File: config.mk
export PLATFORM = sky130hd
export DESIGN_NAME = bus_dest_regs_flat
export DESIGN_NICKNAME = d
export VERILOG_FILES = /design/src/rtl/bus_dest_regs_if.sv /design/src/rtl/bus_dest_regs.sv /design/src/flat_wrapper.sv
export SDC_FILE = /design/constraint.sdc
export NUM_CORES = 1
export LEC_CHECK = 0
export CORE_MARGIN = 2
export CORE_UTILIZATION = 45
export DETAILED_ROUTE_END_ITERATION = 7
export PLACE_DENSITY = 0.75
export SYNTH_ARGS = -nofsm -noshare
export SYNTH_HDL_FRONTEND = slang
export SYNTH_SLANG_ARGS = --single-unit
File: constraint.sdc
create_clock -name clk -period 1.55 [get_ports clk]
set_input_delay 0.31 -clock clk [delete_from_list [all_inputs] [get_ports clk]]
set_output_delay 0.31 -clock clk [all_outputs]
set_load 0.1 [all_outputs]
File: src/rtl/bus_dest_regs_if.sv
// Bus-side signal bundle for bus_dest_regs: destination command inputs,
// the architectural register outputs and the memory-write handshake.
// The slave modport is the register block; the master modport is whoever
// drives the destination select and enables and answers mem_wr_req.
interface bus_dest_regs_if #(
  parameter int W = 16
);
  logic [2:0]   dest_sel;
  logic         load_en;
  logic         inc_en;
  logic         clr_en;
  logic [W-1:0] bus_in;
  logic         mem_ack;

  logic [W-1:0] AR;
  logic [W-1:0] PC;
  logic [W-1:0] DR;
  logic [W-1:0] AC;
  logic [W-1:0] IR;
  logic [W-1:0] TR;

  logic [W-1:0] mem_wr_addr;
  logic [W-1:0] mem_wr_data;
  logic         mem_wr_req;
  logic         busy;
  logic         cmd_drop;
  logic         mem_timeout;

  modport slave (
    input  dest_sel, load_en, inc_en, clr_en, bus_in, mem_ack,
    output AR, PC, DR, AC, IR, TR,
    output mem_wr_addr, mem_wr_data, mem_wr_req, busy, cmd_drop, mem_timeout
  );

  modport master (
    output dest_sel, load_en, inc_en, clr_en, bus_in, mem_ack,
    input  AR, PC, DR, AC, IR, TR,
    input  mem_wr_addr, mem_wr_data, mem_wr_req, busy, cmd_drop, mem_timeout
  );
endinterface

File: src/rtl/bus_dest_regs.sv
// Destination end of the common bus. A 3-bit destination select picks one
// of AR/PC/DR/AC/IR/TR for clear/load/increment (clr > load > inc, IR does
// not increment), or 111 for a memory write M[AR] <= bus carried out with a
// req/ack handshake. While a write is outstanding every command is dropped
// and reported with a one-cycle cmd_drop pulse.
// Optional: define MEM_WR_TIMEOUT_EN to abort a write after TIMEOUT_CYC
// cycles without mem_ack and set the sticky mem_timeout flag.
module bus_dest_regs #(
  parameter int W           = 16,
  parameter int TIMEOUT_CYC = 15
) (
  input  logic           clk,
  input  logic           rst_n,
  bus_dest_regs_if.slave bif
);

  typedef enum logic {
    S_IDLE = 1'b0,
    S_WAIT = 1'b1
  } state_t;

  localparam logic [2:0] D_AR  = 3'd1;
  localparam logic [2:0] D_PC  = 3'd2;
  localparam logic [2:0] D_DR  = 3'd3;
  localparam logic [2:0] D_AC  = 3'd4;
  localparam logic [2:0] D_IR  = 3'd5;
  localparam logic [2:0] D_TR  = 3'd6;
  localparam logic [2:0] D_MEM = 3'd7;

  state_t         state_q, state_d;
  logic [W-1:0]   ar_q, ar_d, pc_q, pc_d, dr_q, dr_d;
  logic [W-1:0]   ac_q, ac_d, ir_q, ir_d, tr_q, tr_d;
  logic [W-1:0]   addr_q, addr_d, data_q, data_d;
  logic           drop_q, drop_d;
  logic           cmd;

`ifdef MEM_WR_TIMEOUT_EN
  localparam int CNT_W = (TIMEOUT_CYC > 1) ? $clog2(TIMEOUT_CYC) : 1;
  logic [CNT_W-1:0] cnt_q, cnt_d;
  logic             tmo_q, tmo_d;
`endif

  // Register update rule: clear wins over load, load over increment.
  function automatic logic [W-1:0] reg_next(
    input logic [W-1:0] cur,
    input logic [W-1:0] bus,
    input logic         ld,
    input logic         inc,
    input logic         clr,
    input logic         inc_ok
  );
    logic [W-1:0] nxt;
    nxt = cur;
    if (clr)
      nxt = '0;
    else if (ld)
      nxt = bus;
    else if (inc && inc_ok)
      nxt = cur + 1'b1;
    return nxt;
  endfunction

  // Decode the command, sequence the memory write and compute next state.
  always_comb begin
    state_d = state_q;
    ar_d    = ar_q;
    pc_d    = pc_q;
    dr_d    = dr_q;
    ac_d    = ac_q;
    ir_d    = ir_q;
    tr_d    = tr_q;
    addr_d  = addr_q;
    data_d  = data_q;
    drop_d  = 1'b0;
`ifdef MEM_WR_TIMEOUT_EN
    cnt_d   = '0;
    tmo_d   = tmo_q;
`endif
    cmd = (bif.load_en || bif.inc_en || bif.clr_en) && (bif.dest_sel != 3'd0);

    if (state_q == S_IDLE) begin
      if (cmd) begin
        unique case (bif.dest_sel)
          D_AR: ar_d = reg_next(ar_q, bif.bus_in, bif.load_en, bif.inc_en, bif.clr_en, 1'b1);
          D_PC: pc_d = reg_next(pc_q, bif.bus_in, bif.load_en, bif.inc_en, bif.clr_en, 1'b1);
          D_DR: dr_d = reg_next(dr_q, bif.bus_in, bif.load_en, bif.inc_en, bif.clr_en, 1'b1);
          D_AC: ac_d = reg_next(ac_q, bif.bus_in, bif.load_en, bif.inc_en, bif.clr_en, 1'b1);
          D_IR: ir_d = reg_next(ir_q, bif.bus_in, bif.load_en, bif.inc_en, bif.clr_en, 1'b0);
          D_TR: tr_d = reg_next(tr_q, bif.bus_in, bif.load_en, bif.inc_en, bif.clr_en, 1'b1);
          D_MEM: begin
            // Only load starts a write; inc/clr on memory do nothing.
            if (bif.load_en) begin
              addr_d  = ar_q;
              data_d  = bif.bus_in;
              state_d = S_WAIT;
            end
          end
          default: ;
        endcase
      end
    end else begin
      // Everything arriving during a write, including the ack cycle, is dropped.
      drop_d = cmd;
      if (bif.mem_ack)
        state_d = S_IDLE;
`ifdef MEM_WR_TIMEOUT_EN
      else if (cnt_q == CNT_W'(TIMEOUT_CYC - 1)) begin
        state_d = S_IDLE;
        tmo_d   = 1'b1;
      end else
        cnt_d = cnt_q + 1'b1;
`endif
    end
  end

  // State, architectural and write-latch registers.
  always_ff @(posedge clk or negedge rst_n) begin
    if (!rst_n) begin
      state_q <= S_IDLE;
      ar_q    <= '0;
      pc_q    <= '0;
      dr_q    <= '0;
      ac_q    <= '0;
      ir_q    <= '0;
      tr_q    <= '0;
      addr_q  <= '0;
      data_q  <= '0;
      drop_q  <= 1'b0;
    end else begin
      state_q <= state_d;
      ar_q    <= ar_d;
      pc_q    <= pc_d;
      dr_q    <= dr_d;
      ac_q    <= ac_d;
      ir_q    <= ir_d;
      tr_q    <= tr_d;
      addr_q  <= addr_d;
      data_q  <= data_d;
      drop_q  <= drop_d;
    end
  end

`ifdef MEM_WR_TIMEOUT_EN
  // Wait-cycle counter and sticky abort flag.
  always_ff @(posedge clk or negedge rst_n) begin
    if (!rst_n) begin
      cnt_q <= '0;
      tmo_q <= 1'b0;
    end else begin
      cnt_q <= cnt_d;
      tmo_q <= tmo_d;
    end
  end

  assign bif.mem_timeout = tmo_q;
`else
  assign bif.mem_timeout = 1'b0;
`endif

  assign bif.AR          = ar_q;
  assign bif.PC          = pc_q;
  assign bif.DR          = dr_q;
  assign bif.AC          = ac_q;
  assign bif.IR          = ir_q;
  assign bif.TR          = tr_q;
  assign bif.mem_wr_addr = addr_q;
  assign bif.mem_wr_data = data_q;
  assign bif.mem_wr_req  = (state_q == S_WAIT);
  assign bif.busy        = (state_q == S_WAIT);
  assign bif.cmd_drop    = drop_q;

endmodule
File: src/flat_wrapper.sv
// flat-port wrapper written by rule: the top's interface ports become plain ports
module bus_dest_regs_flat 
#(
  parameter int W           = 16,
  parameter int TIMEOUT_CYC = 15
)
  (clk, rst_n, bif_dest_sel, bif_load_en, bif_inc_en, bif_clr_en, bif_bus_in, bif_mem_ack, bif_AR, bif_PC, bif_DR, bif_AC, bif_IR, bif_TR, bif_mem_wr_addr, bif_mem_wr_data, bif_mem_wr_req, bif_busy, bif_cmd_drop, bif_mem_timeout);
  bus_dest_regs_if #(.W(W)) bif_i ();
  input  logic clk;
  input  logic rst_n;
  input wire logic [$bits(bif_i.dest_sel)-1:0] bif_dest_sel;
  input wire logic [$bits(bif_i.load_en)-1:0] bif_load_en;
  input wire logic [$bits(bif_i.inc_en)-1:0] bif_inc_en;
  input wire logic [$bits(bif_i.clr_en)-1:0] bif_clr_en;
  input wire logic [$bits(bif_i.bus_in)-1:0] bif_bus_in;
  input wire logic [$bits(bif_i.mem_ack)-1:0] bif_mem_ack;
  output wire logic [$bits(bif_i.AR)-1:0] bif_AR;
  output wire logic [$bits(bif_i.PC)-1:0] bif_PC;
  output wire logic [$bits(bif_i.DR)-1:0] bif_DR;
  output wire logic [$bits(bif_i.AC)-1:0] bif_AC;
  output wire logic [$bits(bif_i.IR)-1:0] bif_IR;
  output wire logic [$bits(bif_i.TR)-1:0] bif_TR;
  output wire logic [$bits(bif_i.mem_wr_addr)-1:0] bif_mem_wr_addr;
  output wire logic [$bits(bif_i.mem_wr_data)-1:0] bif_mem_wr_data;
  output wire logic [$bits(bif_i.mem_wr_req)-1:0] bif_mem_wr_req;
  output wire logic [$bits(bif_i.busy)-1:0] bif_busy;
  output wire logic [$bits(bif_i.cmd_drop)-1:0] bif_cmd_drop;
  output wire logic [$bits(bif_i.mem_timeout)-1:0] bif_mem_timeout;
  assign bif_i.dest_sel = bif_dest_sel;
  assign bif_i.load_en = bif_load_en;
  assign bif_i.inc_en = bif_inc_en;
  assign bif_i.clr_en = bif_clr_en;
  assign bif_i.bus_in = bif_bus_in;
  assign bif_i.mem_ack = bif_mem_ack;
  assign bif_AR = bif_i.AR;
  assign bif_PC = bif_i.PC;
  assign bif_DR = bif_i.DR;
  assign bif_AC = bif_i.AC;
  assign bif_IR = bif_i.IR;
  assign bif_TR = bif_i.TR;
  assign bif_mem_wr_addr = bif_i.mem_wr_addr;
  assign bif_mem_wr_data = bif_i.mem_wr_data;
  assign bif_mem_wr_req = bif_i.mem_wr_req;
  assign bif_busy = bif_i.busy;
  assign bif_cmd_drop = bif_i.cmd_drop;
  assign bif_mem_timeout = bif_i.mem_timeout;
  bus_dest_regs #(.W(W), .TIMEOUT_CYC(TIMEOUT_CYC)) u_core (.clk(clk), .rst_n(rst_n), .bif(bif_i));
endmodule
==> flow_summary_export.csv <==
group,metric,value,unit
sta,fmax,485,MHz
placement,dp_hpwl,18900,um
power_and_ir_drop,leakagePower,0.00578,uW
sta,whs,0.286,ns
status,status,"finished, violations left",
power_and_ir_drop,ir_worst_vdd,1.14,mV
power_and_ir_drop,power.density,1290,nW/um^2
synth,synth_area,7300,um^2
floorplanning,chipHeight,131,um
sta,fin_skew,0.0172,ns
floorplanning,die_width,131,um
sta,setup_viol,143,
critical_path,path_class,"reg2reg",
layout,mostFrequentLayoutCells,"buf_12 (145), buf_4 (123), dfrtp_1 (64), nand2_1 (53), buf_6 (53)",
clock_network,cts-root-buf,"clkbuf_16",
sta,min_period,2.06,ns
clock_network,htreeDepth,4,
critical_path,required,1.88,ns
critical_path,end_kind,"flip-flop",
sta,finalHoldViolCount,0,
sta,worst_slack,-0.513,ns
layout,multi_input_area,4670,um^2
layout,fin_cells,1312,
floorplanning,core,15900,um^2
clock_network,cts_buffers,17,
placement,place_inst,1218,
global_routing,track_usage,35.6,%
floorplanning,start_util,46.0,%
global_routing,grt_overflow_total,0,
drt,via_per_inst,7.08,
synth,synth_ff_type,"dfrtp_1",
sta,maxSlewHeadroom,60.9,%
clock_network,clk_latency,0.45,ns
layout,final_area,14000,um^2
min_path,hp-class,"in2async",
global_routing,antenna_found_initial,1,
global_routing,grt_pass1_wl,48100,um
sta,fin_crit_sh,133,%
synth,netlist_instances,760,
critical_path,crit_arrival,2.39,ns
placement,port_buffers,155,
clock_network,clk_pin_slew,0.07,ns
clock_network,tritoncts,"built",
clock_network,cts.sinks,130,
layout,filler_cell_count,642,
synth,synth.distinct_cells,70,
critical_path,crit_fanout,5,
placement,pre_cts_slack,-0.677,ns
layout,layout_commonest_cell,"buf_12",
global_routing,grt_start_max_net_pins,54,
critical_path,r2r_setup_slack,-0.51,ns
sta,tns,-22.40,ns
synth,ys.warnings.count,0,
placement,gp_congestion,0.892,
clock_network,cts_buffer_depth,2,
drt,drt-pass1-iter-count,6,
job,max-cap-violations,0,
synth,synthesis.nets,790,
layout,seq_area,3430,um^2
floorplanning,die_area,17300,um^2
synth,yosysSeqAreaShare,44.6,%
sta,max_slew.worst_pin.slew,0.581,ns
layout,syn_to_final_growth,91.3,%
drt,vias,9288,
critical_path,setup.worst_path.start_class,"flip-flop",
drt,wire_per_inst,29.6,um
synth,synth_seq_cells,130,
status,violations,"setup timing",
drt,drtIter0Drc,1535,
layout,layout.nets,1112,
floorplanning,core.rowCount,46,
synth,synth_edf_count,0,
floorplanning,pin_count,157,
global_routing,grt_pass1_vias,8402,
sta,final_max_slew_viol_count,0,
drt,routed_wirelength,38900,um
drt,drt.antenna.violating_nets,0,
layout,drive_above_1_share,57.2,%
drt,drc,0,
sta,rsz0062_at_grt,"true",
placement,placed_area,11800,um^2
synth,syn_area_per_cell,9.60,um^2
synth,ys_async_sr_fraction,100,%
==> what timing repair did <==
item	4_1_cts	5_1_grt
hold buffers	1	0
pin swaps	21	26
gates cloned	7	6
hold endpoints to repair	12	0
setup endpoints to repair	138	152
gates resized for setup	82	138
setup buffers	25	26
==> registers in the layout (all words and copies together), names as in the netlist <==
name / count
u_core.bif.AC: 16
u_core.bif.AR: 16
u_core.bif.DR: 16
u_core.bif.IR: 16
u_core.bif.PC: 16
u_core.bif.TR: 16
u_core.bif.busy: 1
u_core.bif.cmd_drop: 1
u_core.bif.mem_wr_addr: 16
u_core.bif.mem_wr_data: 16
==> cell usage after synthesis (4+ instances only) <==
library cell	n	area share [%]
nor4_1	16	1.4
nand2_1	74	3.8
o21a_1	6	0.62
nand4_1	20	1.7
and2_1	7	0.60
nor2_1	30	1.5
o31a_1	6	0.72
and3_1	21	1.8
a311oi_1	15	1.8
a21oi_1	43	2.9
or2_2	4	0.34
mux2_2	23	3.5
and4_1	11	1.3
a31o_2	4	0.48
a22o_1	9	1.1
o221ai_1	8	0.96
a221oi_1	5	0.60
a31oi_1	10	0.86
dfrtp_1	130	45
nor3_1	16	1.1
nand2b_1	6	0.51
nand3_1	27	1.9
a211oi_2	5	0.86
nor2b_1	10	0.86
ha_1	5	0.86
buf_6	6	0.93
nor3b_1	4	0.41
inv_1	25	1.3
a21o_1	4	0.41
o21ai_0	50	3.4
buf_2	19	1.3
o31ai_1	25	2.6
mux2i_1	29	4.0
clkbuf_1	28	1.4
a211oi_1	7	0.72
==> routing by layer <==
| metal | track usage [%] | vias up | part of all wire (%) | wire [um] |
|---|---|---|---|---|
| met2 | 56.6 | 1009 | 44 | 17100 |
| met5 | 0 | - | 0 | 0 |
| li1 | - | 3534 | - | - |
| met1 | 44.2 | 4371 | 33 | 13000 |
| met4 | 17.4 | 0 | 9.3 | 3610 |
| met3 | 10.8 | 374 | 13 | 5160 |
==> cell families (layout without fill, tap and decap cells) <==
logic type      count (synthesis)  count (layout)  share of synthesized area [%]
other cells                     1               2                         0.0514
compound gates                220             220                           21.0
mux                            53              53                           7.73
flops                         130             130                           44.6
buf+inv                        84             412                           5.42
simple gates                  267             274                           20.4
fa+ha+maj                       5               5                          0.857
==> critical path, cell delays in order, from the launching register on <==
cell     delay (ns)
dfrtp_4        0.48
nand4_1        0.41
nor4_1         0.67
nand4_1        0.22
o311a_1        0.16
==> power breakdown <==
part | internal, uW | switching, uW | leakage (uW)
clock | 2740 | 1660 | 0.000302
sequential | 4000 | 777 | 0.00161
combinational | 3250 | 5520 | 0.00387
total | 9990 | 7960 | 0.00578
==> per-stage QoR <==
step	total power, uW	util, %
3_5_place_dp	12500	74.4
2_1_floorplan	9100	-
5_1_grt	18300	87.9
4_1_cts	17000	82.0
3_3_place_gp	12300	74.4
6_report	18000	87.9
==> path summary, 6_finish.rpt <==
| kind | from | end | depth (start not counted) |
|---|---|---|---|
| max | u_core.bif.TR[5] | u_core.bif.TR[14] | 4 |
| min | rst_n | u_core.bif.TR[14] | 2 |
| max reg2reg | u_core.bif.TR[5] | u_core.bif.TR[14] | 4 |
| min reg2reg | u_core.bif.IR[3] | u_core.bif.IR[3] | 2 |
| max in group asynchronous | rst_n | u_core.bif.AC[3] | 3 |
| min in group clk | bif_bus_in[7] | u_core.bif.IR[7] | 3 |
==> area by class of cell <==
| class | instances | share of cell area [%] |
|---|---|---|
| Timing Repair Buffer | 355 | 34.8 |
| Multi-Input combinational cell | 553 | 33.5 |
| Sequential cell | 130 | 24.6 |
| Clock buffer | 24 | 3.59 |
| Tap cell | 216 | 1.94 |
| Clock inverter | 8 | 0.887 |
| Inverter | 25 | 0.699 |
| Antenna cell | 1 | 0.0179 |
No activity file was read; power rests on OpenSTA's default activity.
==> patch: new RTL, same settings <==
Build with the macro `MEM_WR_TIMEOUT_EN` defined.
--- a/src/rtl/bus_dest_regs.sv
+++ b/src/rtl/bus_dest_regs.sv
@@ -5,6 +5,8 @@
 // and reported with a one-cycle cmd_drop pulse.
 // Optional: define MEM_WR_TIMEOUT_EN to abort a write after TIMEOUT_CYC
 // cycles without mem_ack and set the sticky mem_timeout flag.
+`define MEM_WR_TIMEOUT_EN
+
 module bus_dest_regs #(
   parameter int W           = 16,
   parameter int TIMEOUT_CYC = 15
Function: same outputs for any inputs over 4 cycles, from zero or initial values and one cycle with rst_n low; that may be too few to reach the edited logic, so the function may still have changed.
==> patch against the original RTL <==
  * The flow still finishes with violations (negative setup slack)
  * Synthesized area down 1.1%
  * Total power down 2.1%
  * Worst setup slack better by 0.28 ns
  * Routed wire length down 9.5%
  * Cell area down 2.6%
  * Sequential cell count up 5
  * Clock power down 8.2%
  * Critical path depth up 2
  * Via count down 4.1%
  * Largest power group unchanged
==> patch: results (changes against the original RTL) <==
[final_layout]
fill_cells = 660  ; was 642
layout.nets = 1119  ; was 1112
fin_cells = 1317  ; was 1312
drive_above_1_share_pct = 55.9  ; was 57.2%

[worst_setup_path]
r2r_slack_ns = -0.23  ; was -0.51 ns
critPathMaxFanout = 4  ; was 5
cp_top_family = compound AO/OA/AOI/OAI gates  ; was simple AND/OR/NAND/NOR gates
worstPathArrival_ns = 2.13  ; was 2.39 ns
worst_path_max_delay_cell = dfrtp_4  ; was nor4_1
r2r_start = u_core.bif.AR[1]  ; was u_core.bif.TR[5]
r2r-end = u_core.bif.AR[13]  ; was u_core.bif.TR[14]
r2r_cells = 6  ; was 4
critPathMaxStageDelay_ns = 0.44  ; was 0.67 ns

[routing]
drt-pass1-iter-count = 7  ; was 6
drt_wl_total_um = 35200  ; was 38900 µm
vias = 8911  ; was 9288
drt_iter0_markers = 1548  ; was 1535

[placed_design]
placed_area_um2 = 11800  ; about the same
hpwl_um = 17800  ; was 18900 µm
io_buffer_count = 156  ; was 155
dp_cells = 1223  ; was 1218
gp_congestion = 0.918  ; was 0.892

[timing]
slew-limit-headroom_pct = 69.9  ; was 60.9%
setup_tns_ns = -9.61  ; was -22.40 ns
fin_skew_ns = 0.0123  ; was 0.0172 ns
fin_hold_ws_ns = 0.351  ; was 0.286 ns
setup_ws_ns = -0.228  ; was -0.513 ns
finalSetupViolCount = 109  ; was 143

[logic_synthesis]
yosys_warnings = 0  ; unchanged
seq_area_frac_synth_pct = 46.8  ; was 44.6%
synth.area.top_cells = dfrtp_1 (47%), mux2_2 (4.7%), nand2_1 (4.5%)  ; was dfrtp_1 (45%), mux2i_1 (4.0%), nand2_1 (3.8%)
avgSynthCellArea_um2 = 9.45  ; was 9.60 µm²
ys_types = 63  ; was 70
yosys-top-cells-count = dfrtp_1 (135), nand2_1 (86), nor2_1 (59)  ; was dfrtp_1 (130), nand2_1 (74), o21ai_0 (50)
synthesis.nets = 796  ; was 790

[clock_tree]
postCtsSetupBuffers = 19  ; was 25
ctsResizeCount = 57  ; was 82
htree_levels = 4  ; unchanged

[flow_run]
maxCapViolCount = 0  ; unchanged

[global_routing]
grt_max_degree = 45  ; was 54
grt_pass1_wl_um = 44700  ; was 48100 µm
grt_pass1_vias = 8136  ; was 8402
track_usage_pct = 34.6  ; was 35.6%

[status]
status = complete, but fails checks  ; unchanged
violations = negative setup slack  ; unchanged

[pwr]
p_leak_nw = 5.71  ; was 5.78 nW
ir_worst_vdd_mv = 1.26  ; was 1.14 mV

[min_path]
hp-class = input pin to async pin  ; unchanged

patch: changes by cell type after synthesis, sizes merged, moves of 7 or more:
cell    change
a22o        -8
mux2i      -19
nor2b       -7
and3        -7
nand3       +9
nor4        -7
nand2b      +9
nand2      +11
nor2       +28
o21bai      +9
a311oi     -11
patch: cells by family after synthesis:
family / after synthesis / share of synthesized area, %
AO/OA/AOI/OAI: 226 / 22.0
adder cells (fa/ha/maj): 7 / 1.21
flip-flops: 135 / 46.8
XOR/XNOR: 2 / 0.243
AND/OR/NAND/NOR: 281 / 18.8
buffers and inverters: 73 / 4.84
multiplexers: 40 / 6.07
patch: metal layers:
layer	track usage (%)	vias to the layer above	wire, µm
li1	-	3524	-
met2	56.3	807	16500
met1	41.9	4308	12200
met4	18.5	0	2580
met3	9.53	272	3930
met5	0	-	0
patch: worst max path at each step:
stage                      from                    endpoint  slack [ns]
2_1_floorplan  u_core.bif.DR[1]           u_core.bif.DR[10]       -0.21
3_3_place_gp         bif_clr_en           u_core.bif.DR[11]       -0.54
3_5_place_dp         bif_inc_en            u_core.bif.AC[6]       -0.60
4_1_cts         u_core.bif.busy  u_core.bif.mem_wr_data[11]        -0.1
5_1_grt         u_core.bif.busy            u_core.bif.AR[3]       -0.30
6_report       u_core.bif.AR[1]           u_core.bif.AR[13]       -0.23
patch: area by class of cell:
type,count,area [µm²],share of cell area (%)
antenna,1,2.50,0.0184
timing repair buffer,349,4670,34.3
inverter,19,71.3,0.524
clock inverter,13,124,0.911
clock buffer,19,443,3.26
multi-input combinational,565,4420,32.5
tap,216,270,1.99
sequential,135,3600,26.5
patch: where the power goes:
group	switching, W	internal, W	leakage (nW)
clock	0.00177	0.00226	0.259
sequential	0.000802	0.00416	1.65
combinational	0.00542	0.00315	3.80
